[src/rtl/stream_buffer_if.sv]
// ---------------------------------------------------------------------------
// stream_buffer_if
//   Groups the producer/consumer handshake and status signals of
//   stream_buffer into one bundle.
//
//   master modport (user side) drives : flush, data_1_en, data_1, rd_en
//   master modport observes           : data_2, data_2_valid, buffer_empty,
//                                       buffer_full, buffer_almost_full,
//                                       overflow, underflow, count
//   slave modport (buffer side) is the mirror image.
//
//   DATA_W and DEPTH must match the stream_buffer instance they connect to.
// ---------------------------------------------------------------------------
interface stream_buffer_if #(
  parameter int DATA_W = 16,
  parameter int DEPTH  = 8
);
  localparam int CNT_W = $clog2(DEPTH) + 1;

  logic              flush;
  logic              data_1_en;
  logic [DATA_W-1:0] data_1;
  logic              rd_en;
  logic [DATA_W-1:0] data_2;
  logic              data_2_valid;
  logic              buffer_empty;
  logic              buffer_full;
  logic              buffer_almost_full;
  logic              overflow;
  logic              underflow;
  logic [CNT_W-1:0]  count;

  modport master (
    output flush, data_1_en, data_1, rd_en,
    input  data_2, data_2_valid, buffer_empty, buffer_full,
           buffer_almost_full, overflow, underflow, count
  );

  modport slave (
    input  flush, data_1_en, data_1, rd_en,
    output data_2, data_2_valid, buffer_empty, buffer_full,
           buffer_almost_full, overflow, underflow, count
  );
endinterface

[src/rtl/stream_buffer.sv]
// ---------------------------------------------------------------------------
// stream_buffer
//   Circular-buffer FIFO with a registered output word, occupancy count,
//   almost-full back-pressure and sticky overflow/underflow flags.
//
//   Ports:
//     clk_1 : single clock, all state changes on its rising edge
//     rst   : asynchronous active-high reset
//     bus   : stream_buffer_if.slave
//             flush              - synchronous clear (wins over requests)
//             data_1_en/data_1   - producer write request and word
//             rd_en              - consumer pop request
//             data_2/data_2_valid- popped word, valid for one cycle
//             buffer_empty/full/almost_full, overflow, underflow, count
//
//   Parameters: DATA_W word width, DEPTH (power of two, 2..256),
//               AF_LEVEL almost-full threshold (1..DEPTH-1).
// ---------------------------------------------------------------------------
module stream_buffer #(
  parameter int DATA_W   = 16,
  parameter int DEPTH    = 8,
  parameter int AF_LEVEL = 6
) (
  input  logic           clk_1,
  input  logic           rst,
  stream_buffer_if.slave bus
);
  localparam int PTR_W = $clog2(DEPTH);
  localparam int CNT_W = PTR_W + 1;
  localparam logic [CNT_W-1:0] FULL_CNT = CNT_W'(DEPTH);
  localparam logic [CNT_W-1:0] AF_CNT   = CNT_W'(AF_LEVEL);

  logic [DATA_W-1:0] mem [DEPTH];

  logic [PTR_W-1:0]  wr_ptr_q, wr_ptr_d;
  logic [PTR_W-1:0]  rd_ptr_q, rd_ptr_d;
  logic [CNT_W-1:0]  count_q, count_d;
  logic [DATA_W-1:0] data_2_q, data_2_d;
  logic              data_2_valid_q, data_2_valid_d;
  logic              overflow_q, overflow_d;
  logic              underflow_q, underflow_d;

  logic empty, full, wr_acc, rd_acc;

  // Status is decoded from the registered count only, so no input reaches
  // a flag or the count combinationally.
  assign empty = (count_q == '0);
  assign full  = (count_q == FULL_CNT);

  // Acceptance uses the occupancy before the edge: a write while full is
  // dropped even if a pop frees a slot in the same cycle, and a pop while
  // empty never bypasses a simultaneous write.
  assign wr_acc = bus.data_1_en && !full  && !bus.flush;
  assign rd_acc = bus.rd_en     && !empty && !bus.flush;

  always_comb begin
    wr_ptr_d       = wr_ptr_q;
    rd_ptr_d       = rd_ptr_q;
    count_d        = count_q;
    data_2_d       = data_2_q;
    data_2_valid_d = 1'b0;
    overflow_d     = overflow_q;
    underflow_d    = underflow_q;

    if (bus.flush) begin
      // data_2 deliberately keeps its last value across a flush.
      wr_ptr_d    = '0;
      rd_ptr_d    = '0;
      count_d     = '0;
      overflow_d  = 1'b0;
      underflow_d = 1'b0;
    end else begin
      if (wr_acc) begin
        wr_ptr_d = wr_ptr_q + PTR_W'(1);
      end
      if (rd_acc) begin
        rd_ptr_d       = rd_ptr_q + PTR_W'(1);
        data_2_d       = mem[rd_ptr_q];
        data_2_valid_d = 1'b1;
      end
      if (bus.data_1_en && full) begin
        overflow_d = 1'b1;
      end
      if (bus.rd_en && empty) begin
        underflow_d = 1'b1;
      end
      count_d = count_q + CNT_W'(wr_acc) - CNT_W'(rd_acc);
    end
  end

  always_ff @(posedge clk_1 or posedge rst) begin
    if (rst) begin
      wr_ptr_q       <= '0;
      rd_ptr_q       <= '0;
      count_q        <= '0;
      data_2_q       <= '0;
      data_2_valid_q <= 1'b0;
      overflow_q     <= 1'b0;
      underflow_q    <= 1'b0;
    end else begin
      wr_ptr_q       <= wr_ptr_d;
      rd_ptr_q       <= rd_ptr_d;
      count_q        <= count_d;
      data_2_q       <= data_2_d;
      data_2_valid_q <= data_2_valid_d;
      overflow_q     <= overflow_d;
      underflow_q    <= underflow_d;
    end
  end

  // Storage is not reset; stale words are unreachable once the pointers
  // and count are cleared.
  always_ff @(posedge clk_1) begin
    if (wr_acc) begin
      mem[wr_ptr_q] <= bus.data_1;
    end
  end

  assign bus.data_2             = data_2_q;
  assign bus.data_2_valid       = data_2_valid_q;
  assign bus.buffer_empty       = empty;
  assign bus.buffer_full        = full;
  assign bus.buffer_almost_full = (count_q >= AF_CNT);
  assign bus.overflow           = overflow_q;
  assign bus.underflow          = underflow_q;
  assign bus.count              = count_q;
endmodule

[src/flat_wrapper.sv]
// flat-port wrapper written by rule: the top's interface ports become plain ports
module stream_buffer_flat 
#(
  parameter int DATA_W   = 16,
  parameter int DEPTH    = 8,
  parameter int AF_LEVEL = 6
)
  (clk_1, rst, bus_flush, bus_data_1_en, bus_data_1, bus_rd_en, bus_data_2, bus_data_2_valid, bus_buffer_empty, bus_buffer_full, bus_buffer_almost_full, bus_overflow, bus_underflow, bus_count);
  stream_buffer_if #(.DATA_W(DATA_W), .DEPTH(DEPTH)) bus_i ();
  input  logic clk_1;
  input  logic rst;
  input wire logic [$bits(bus_i.flush)-1:0] bus_flush;
  input wire logic [$bits(bus_i.data_1_en)-1:0] bus_data_1_en;
  input wire logic [$bits(bus_i.data_1)-1:0] bus_data_1;
  input wire logic [$bits(bus_i.rd_en)-1:0] bus_rd_en;
  output wire logic [$bits(bus_i.data_2)-1:0] bus_data_2;
  output wire logic [$bits(bus_i.data_2_valid)-1:0] bus_data_2_valid;
  output wire logic [$bits(bus_i.buffer_empty)-1:0] bus_buffer_empty;
  output wire logic [$bits(bus_i.buffer_full)-1:0] bus_buffer_full;
  output wire logic [$bits(bus_i.buffer_almost_full)-1:0] bus_buffer_almost_full;
  output wire logic [$bits(bus_i.overflow)-1:0] bus_overflow;
  output wire logic [$bits(bus_i.underflow)-1:0] bus_underflow;
  output wire logic [$bits(bus_i.count)-1:0] bus_count;
  assign bus_i.flush = bus_flush;
  assign bus_i.data_1_en = bus_data_1_en;
  assign bus_i.data_1 = bus_data_1;
  assign bus_i.rd_en = bus_rd_en;
  assign bus_data_2 = bus_i.data_2;
  assign bus_data_2_valid = bus_i.data_2_valid;
  assign bus_buffer_empty = bus_i.buffer_empty;
  assign bus_buffer_full = bus_i.buffer_full;
  assign bus_buffer_almost_full = bus_i.buffer_almost_full;
  assign bus_overflow = bus_i.overflow;
  assign bus_underflow = bus_i.underflow;
  assign bus_count = bus_i.count;
  stream_buffer #(.DATA_W(DATA_W), .DEPTH(DEPTH), .AF_LEVEL(AF_LEVEL)) u_core (.clk_1(clk_1), .rst(rst), .bus(bus_i));
endmodule
[config.mk]
export PLATFORM = sky130hd
export DESIGN_NAME = stream_buffer_flat
export DESIGN_NICKNAME = d
export VERILOG_FILES = /design/src/rtl/stream_buffer_if.sv /design/src/rtl/stream_buffer.sv /design/src/flat_wrapper.sv
export SDC_FILE = /design/constraint.sdc
export NUM_CORES = 1
export LEC_CHECK = 0
export ABC_AREA = 1
export BUFFER_PORTS_ARGS = -buffer_cell sky130_fd_sc_hd__buf_2
export CAP_MARGIN = 5
export CORE_MARGIN = 2
export CORE_UTILIZATION = 40
export DETAILED_ROUTE_END_ITERATION = 8
export GPL_ROUTABILITY_DRIVEN = 0
export PLACE_DENSITY_LB_ADDON = 0.12
export SLEW_MARGIN = 25
export SYNTH_ARGS = -nofsm -noshare
export SYNTH_HDL_FRONTEND = slang
export SYNTH_SLANG_ARGS = --single-unit
[constraint.sdc]
create_clock -name clk_1 -period 3.3 [get_ports clk_1]
set_input_delay 0.495 -clock clk_1 [delete_from_list [all_inputs] [get_ports clk_1]]
set_output_delay 0.495 -clock clk_1 [all_outputs]
set_load 0.02 [all_outputs]
* Yosys cells after proc, flatten, opt, wreduce, memory -nomap -nowiden *
Memory sizes are Yosys's and may differ from the RTL's. A register that Yosys moved wholly into a read port is not among the register bits.
Cells that the tools add are included.

storage, ports and cells
  bits in registers = 13
  RAM bits = 128
  input port bits = 21
  output and inout port bits = 26
  logic and storage cells = 42
  memories kept = 1

memory list
  memory      depth  bits a word  read ports  clocked after memory_dff  wr ports  RTL line             source
  u_core.mem  8      16           1           1                         1         stream_buffer.sv:33  logic [DATA_W-1:0] mem [DEPTH];

cells by class
  add/subtract/negate cells = 4
  order comparisons = 1
  eq/ne operators = 1
  mux-type cells = 13
  bitwise operators = 1
  reduce and logical (&&, ||, !) cells = 15

operators by type and width
  cell                 count
  $mux 3               4
  $mux 1               8
  $reduce_bool 2->1    4
  $add 3x1->3 const B  2
  $logic_and 1x1->1    6
  $add 4x1->4          1
  $eq 4x4->1 const B   1
  $ge 4x3->1 const B   1
  $logic_not 4->1      1
  $mux 4               1
  $sub 4x1->4          1
  $logic_not 1->1      3
  $reduce_and 2->1     1
  $not 1->1            1

* Longest topological paths before layout *
  depth in word-level cells = 7
  mapped depth = 15
  depth with buffers taken out = 13

* Least setup slack after synthesis *
OpenSTA, ideal clock, no wires.

  kind = reg-to-reg
  start = register u_core.count_q[2], in the netlist u_core.bus.count[2]
  end = register u_core.count_q[2], in the netlist u_core.bus.count[2]
  library setup time = 0.122 ns
  arrival time = 2.235 ns
  required time = 3.178 ns
  slack = 0.943 ns
  stages on the path, launching flop included = 14
  buffers on the path = 2
  clock period less this slack = 2.357 ns
  cell sequence = dfrtp_1 inv_1 ha_1 nand3_2 nand2_2 nor2_4 buf_6 buf_8 ha_1 inv_1 ha_1 fa_1 xnor2_1 nor2_1

between the ends
  word-level cells in the longest chain between the ends = 7
  elaborated cells on any way between the ends = 11
  those cells by class = add/sub (2); eq/ne (1); mux (1); reduce/logical (7)

RTL lines
  element                         RTL line              source
  from (decl)                     stream_buffer.sv:37   logic [CNT_W-1:0] count_q, count_d;
  from (signal assigned)          stream_buffer.sv:103  count_q <= count_d;
  $eq 4x4->1                      stream_buffer.sv:48   assign full = (count_q == FULL_CNT);
  $logic_not 1->1                 stream_buffer.sv:53   assign wr_acc = bus.data_1_en && !full && !bus.flush;
  $logic_and 1x1->1 (2 in a row)  stream_buffer.sv:53
  $add 4x1->4                     stream_buffer.sv:87   count_d = count_q + CNT_W'(wr_acc) - CNT_W'(rd_acc);
  $sub 4x1->4 (*)                 stream_buffer.sv:87
  $mux 4 (*)                      stream_buffer.sv:65   if (bus.flush) begin
  net u_core.count_d[2]           stream_buffer.sv:37

Mark *: on every way through the listed nets, which the timed path passes. The rest lies on a longest branch.
A chain may end at the register's enable or synchronous reset.

* Worst setup path in the final report *
  start = register u_core.count_q[2], in the netlist u_core.bus.count[2]
  end = memory u_core.mem[2][6] (enable)

between the ends
  word-level cells in the longest chain between the ends = 6

RTL lines
  element                         RTL line              source
  $eq 4x4->1                      stream_buffer.sv:48
  $logic_not 1->1                 stream_buffer.sv:53
  $logic_and 1x1->1 (2 in a row)  stream_buffer.sv:53
  $mux 1                          stream_buffer.sv:114  if (wr_acc) begin
  $mux 1 (not written as such)    stream_buffer.sv:115  mem[wr_ptr_q] <= bus.data_1;
  to (decl)                       stream_buffer.sv:33

No other way between the ends.

==> run metrics <==
WL final 15.3 mm; Setup Viol. Count Final 0; maximum vdd drop 0.000380 V; Die Span Y 134 um; CTS tree done; Vias/cell 4.74; Rel. slew slack 40.0%; initial antenna violation count 0; DRT iter0 DRCs 293; CP peak stage delay 0.60 ns; Wirelength per Cell 16.3 um; CTS resizes 0; Synth top area share 56.5%; outcome completed; CP Cell Sequence inv_1 > ha_1 > nand3_1 > nand2_1 > nor2_2 > nand2_1 > nor2_1 > buf_4; first-pass detailed-route iteration total 7; RSZ-0062 raised after global routing false; CP Launch Type flip-flop; most frequent cells in the layout 210 x nand2_1, 128 x edfxtp_1, 112 x inv_1; DRC violations left 0; Final HPWL DP 10.0 mm; number of synthesized register bits 157; Yosys cell types 23; post-layout instance area 7770 um^2; Yosys warning total 0; IO Pins 47; fmax 0.410 GHz; maxcap violations 0; kind of critical path reg -> reg; Worst setup EP type flip-flop; Yosys top cell by area edfxtp_1; Total GRT Usage 18.2%; Starting Density 41.0%; CTS HTree Levels 4; CP Max Fanout 10; fill count 1580; setup total negative slack 0 ns; Clock Latency Late Sink 0.43 ns; sequential fraction of the synthesis area 67.1%; CTS buffer count 17; Clock Tree Buf Depth 2; Final Hold Vio Count 0; Synth area leaders edfxtp_1 56%, nand2_1 12%, dfrtp_1 11%; die width 134 um; post-route minimum period 2.44 ns; Vias 4436; cell count after synthesis 652; Min-Delay Path Class in -> async; slowest stage cell, crit path nor2_1; number of antenna diodes 0; Pleak 3.49 nW; PwrDens 755 nW/um^2; final net count 734; Synth Area per Inst 10.4 um^2; Critical Path RT 3.43 ns; grt ovf 0; cell mode on critical path nand2_1; CTS sink count 157; Area Overhead vs Synth 14.1%; FP Rows 47; worst slew pin tran 0.899 ns; fin crit share 74.0%; Post-DP Area 7200 um^2; layout cells sized above 1 14.1%; core box area 16600 um^2; Antenna Nets Post-Route 0; CTS hold repair buffers 0; buffers added on ports 46; most common cell after layout, fill and taps aside nand2_1; Max Transition Viols Final 0; syn nets 683; # Post-CTS Setup Buffers 0; WP data arrival 2.57 ns; Reg clk slew, reported paths 0.07 ns; hold_ws 0.256 ns; first-pass GRT wire length 24.2 mm; vias in the first global route 4357; die footprint 18100 um^2; skew final 0.0109 ns; root buffer cell clkbuf_16; largest net degree at the start of global routing 66; synthesized area 6810 um^2
[routing by layer]
layer | part of all wire [%] | global-route usage (%) | vias up
li1 | - | - | 2176
met1 | 50 | 27.1 | 2129
met2 | 43 | 26.6 | 111
met3 | 4.8 | 3.40 | 20
met4 | 1.9 | 6.96 | 0
met5 | 0 | 0 | -
[per-stage QoR]
stage                     utilization, %  cells  worst slack (ns)  power [W]
after global routing                46.8    936             0.645    0.00623
final                               46.8    936             0.858    0.00587
after global placement              43.4    904             0.971    0.00404
after floorplan                        -    652             0.943    0.00364
after detailed placement            43.4    904             0.901    0.00406
after CTS                           46.8    936             0.872    0.00594
[layout make-up]
| type | count | area, um^2 | share of cell area, % |
|---|---|---|---|
| Sequential cell | 157 | 4570 | 58.8 |
| Multi-Input combinational cell | 350 | 1580 | 20.4 |
| Clock buffer | 17 | 425 | 5.48 |
| Clock inverter | 15 | 140 | 1.80 |
| Inverter | 117 | 439 | 5.65 |
| Tap cell | 220 | 275 | 3.54 |
| Timing Repair Buffer | 60 | 335 | 4.32 |
[synthesized netlist by cell type]
cell type    n
buf_8        1
fa_1         1
xnor2_1      1
and2_1       1
clkbuf_1     2
inv_2        5
xor2_1       2
buf_2       13
nor2_2       1
buf_4        2
edfxtp_1   128
dfrtp_1     29
nand3_1    100
inv_1      112
buf_6       10
a21oi_1      3
nand2_2      1
nor2_1      13
ha_1         9
nand2_1    210
nor2_4       1
nand3_2      1
o21ai_0      6
[sequential cells by signal, summed over array words and instances (netlist names)]
signal	flops
u_core.bus.data_2_valid	1
u_core.wr_ptr_q	3
u_core.bus.overflow	1
u_core.bus.data_2	16
u_core.mem	128
u_core.rd_ptr_q	3
u_core.bus.underflow	1
u_core.bus.count	4
[cells by family after synthesis]
logic type,share of synthesized area (%)
flops,67.1
buf+inv,9.62
fa+ha+maj,1.95
simple gates,20.2
compound gates,0.662
xor+xnor,0.386
[worst max-delay path, delay by kind of cell (launching register included)]
kind,cells,cell delay [ns]
AND/OR/NAND/NOR,5,1.16
flip-flops,1,0.37
buffers and inverters,2,0.40
adder cells (fa/ha/maj),1,0.20
[path summary, 6_finish.rpt]
kind | from | end | slack (ns) | depth (start not counted)
max in group asynchronous | rst | u_core.rd_ptr_q[0] | 2.34 | 3
min in group clk_1 | bus_rd_en | u_core.bus.underflow | 0.33 | 3
setup reg to reg | u_core.bus.count[2] | u_core.mem[2][6] | 0.86 | 8
hold / removal | rst | u_core.bus.data_2[4] | 0.26 | 2
setup / recovery | u_core.bus.count[2] | u_core.mem[2][6] | 0.86 | 8
hold reg to reg | u_core.bus.data_2[4] | u_core.bus.data_2[4] | 0.48 | 2
[report_power, final]
part	internal, W	switching (W)	total [W]
Sequential	0.00234	0.000102	0.00244
Combinational	0.000474	0.00108	0.00156
Clock	0.00105	0.000822	0.00187
Total	0.00386	0.00201	0.00587
Note: power is estimated with default switching activity, not from simulation.
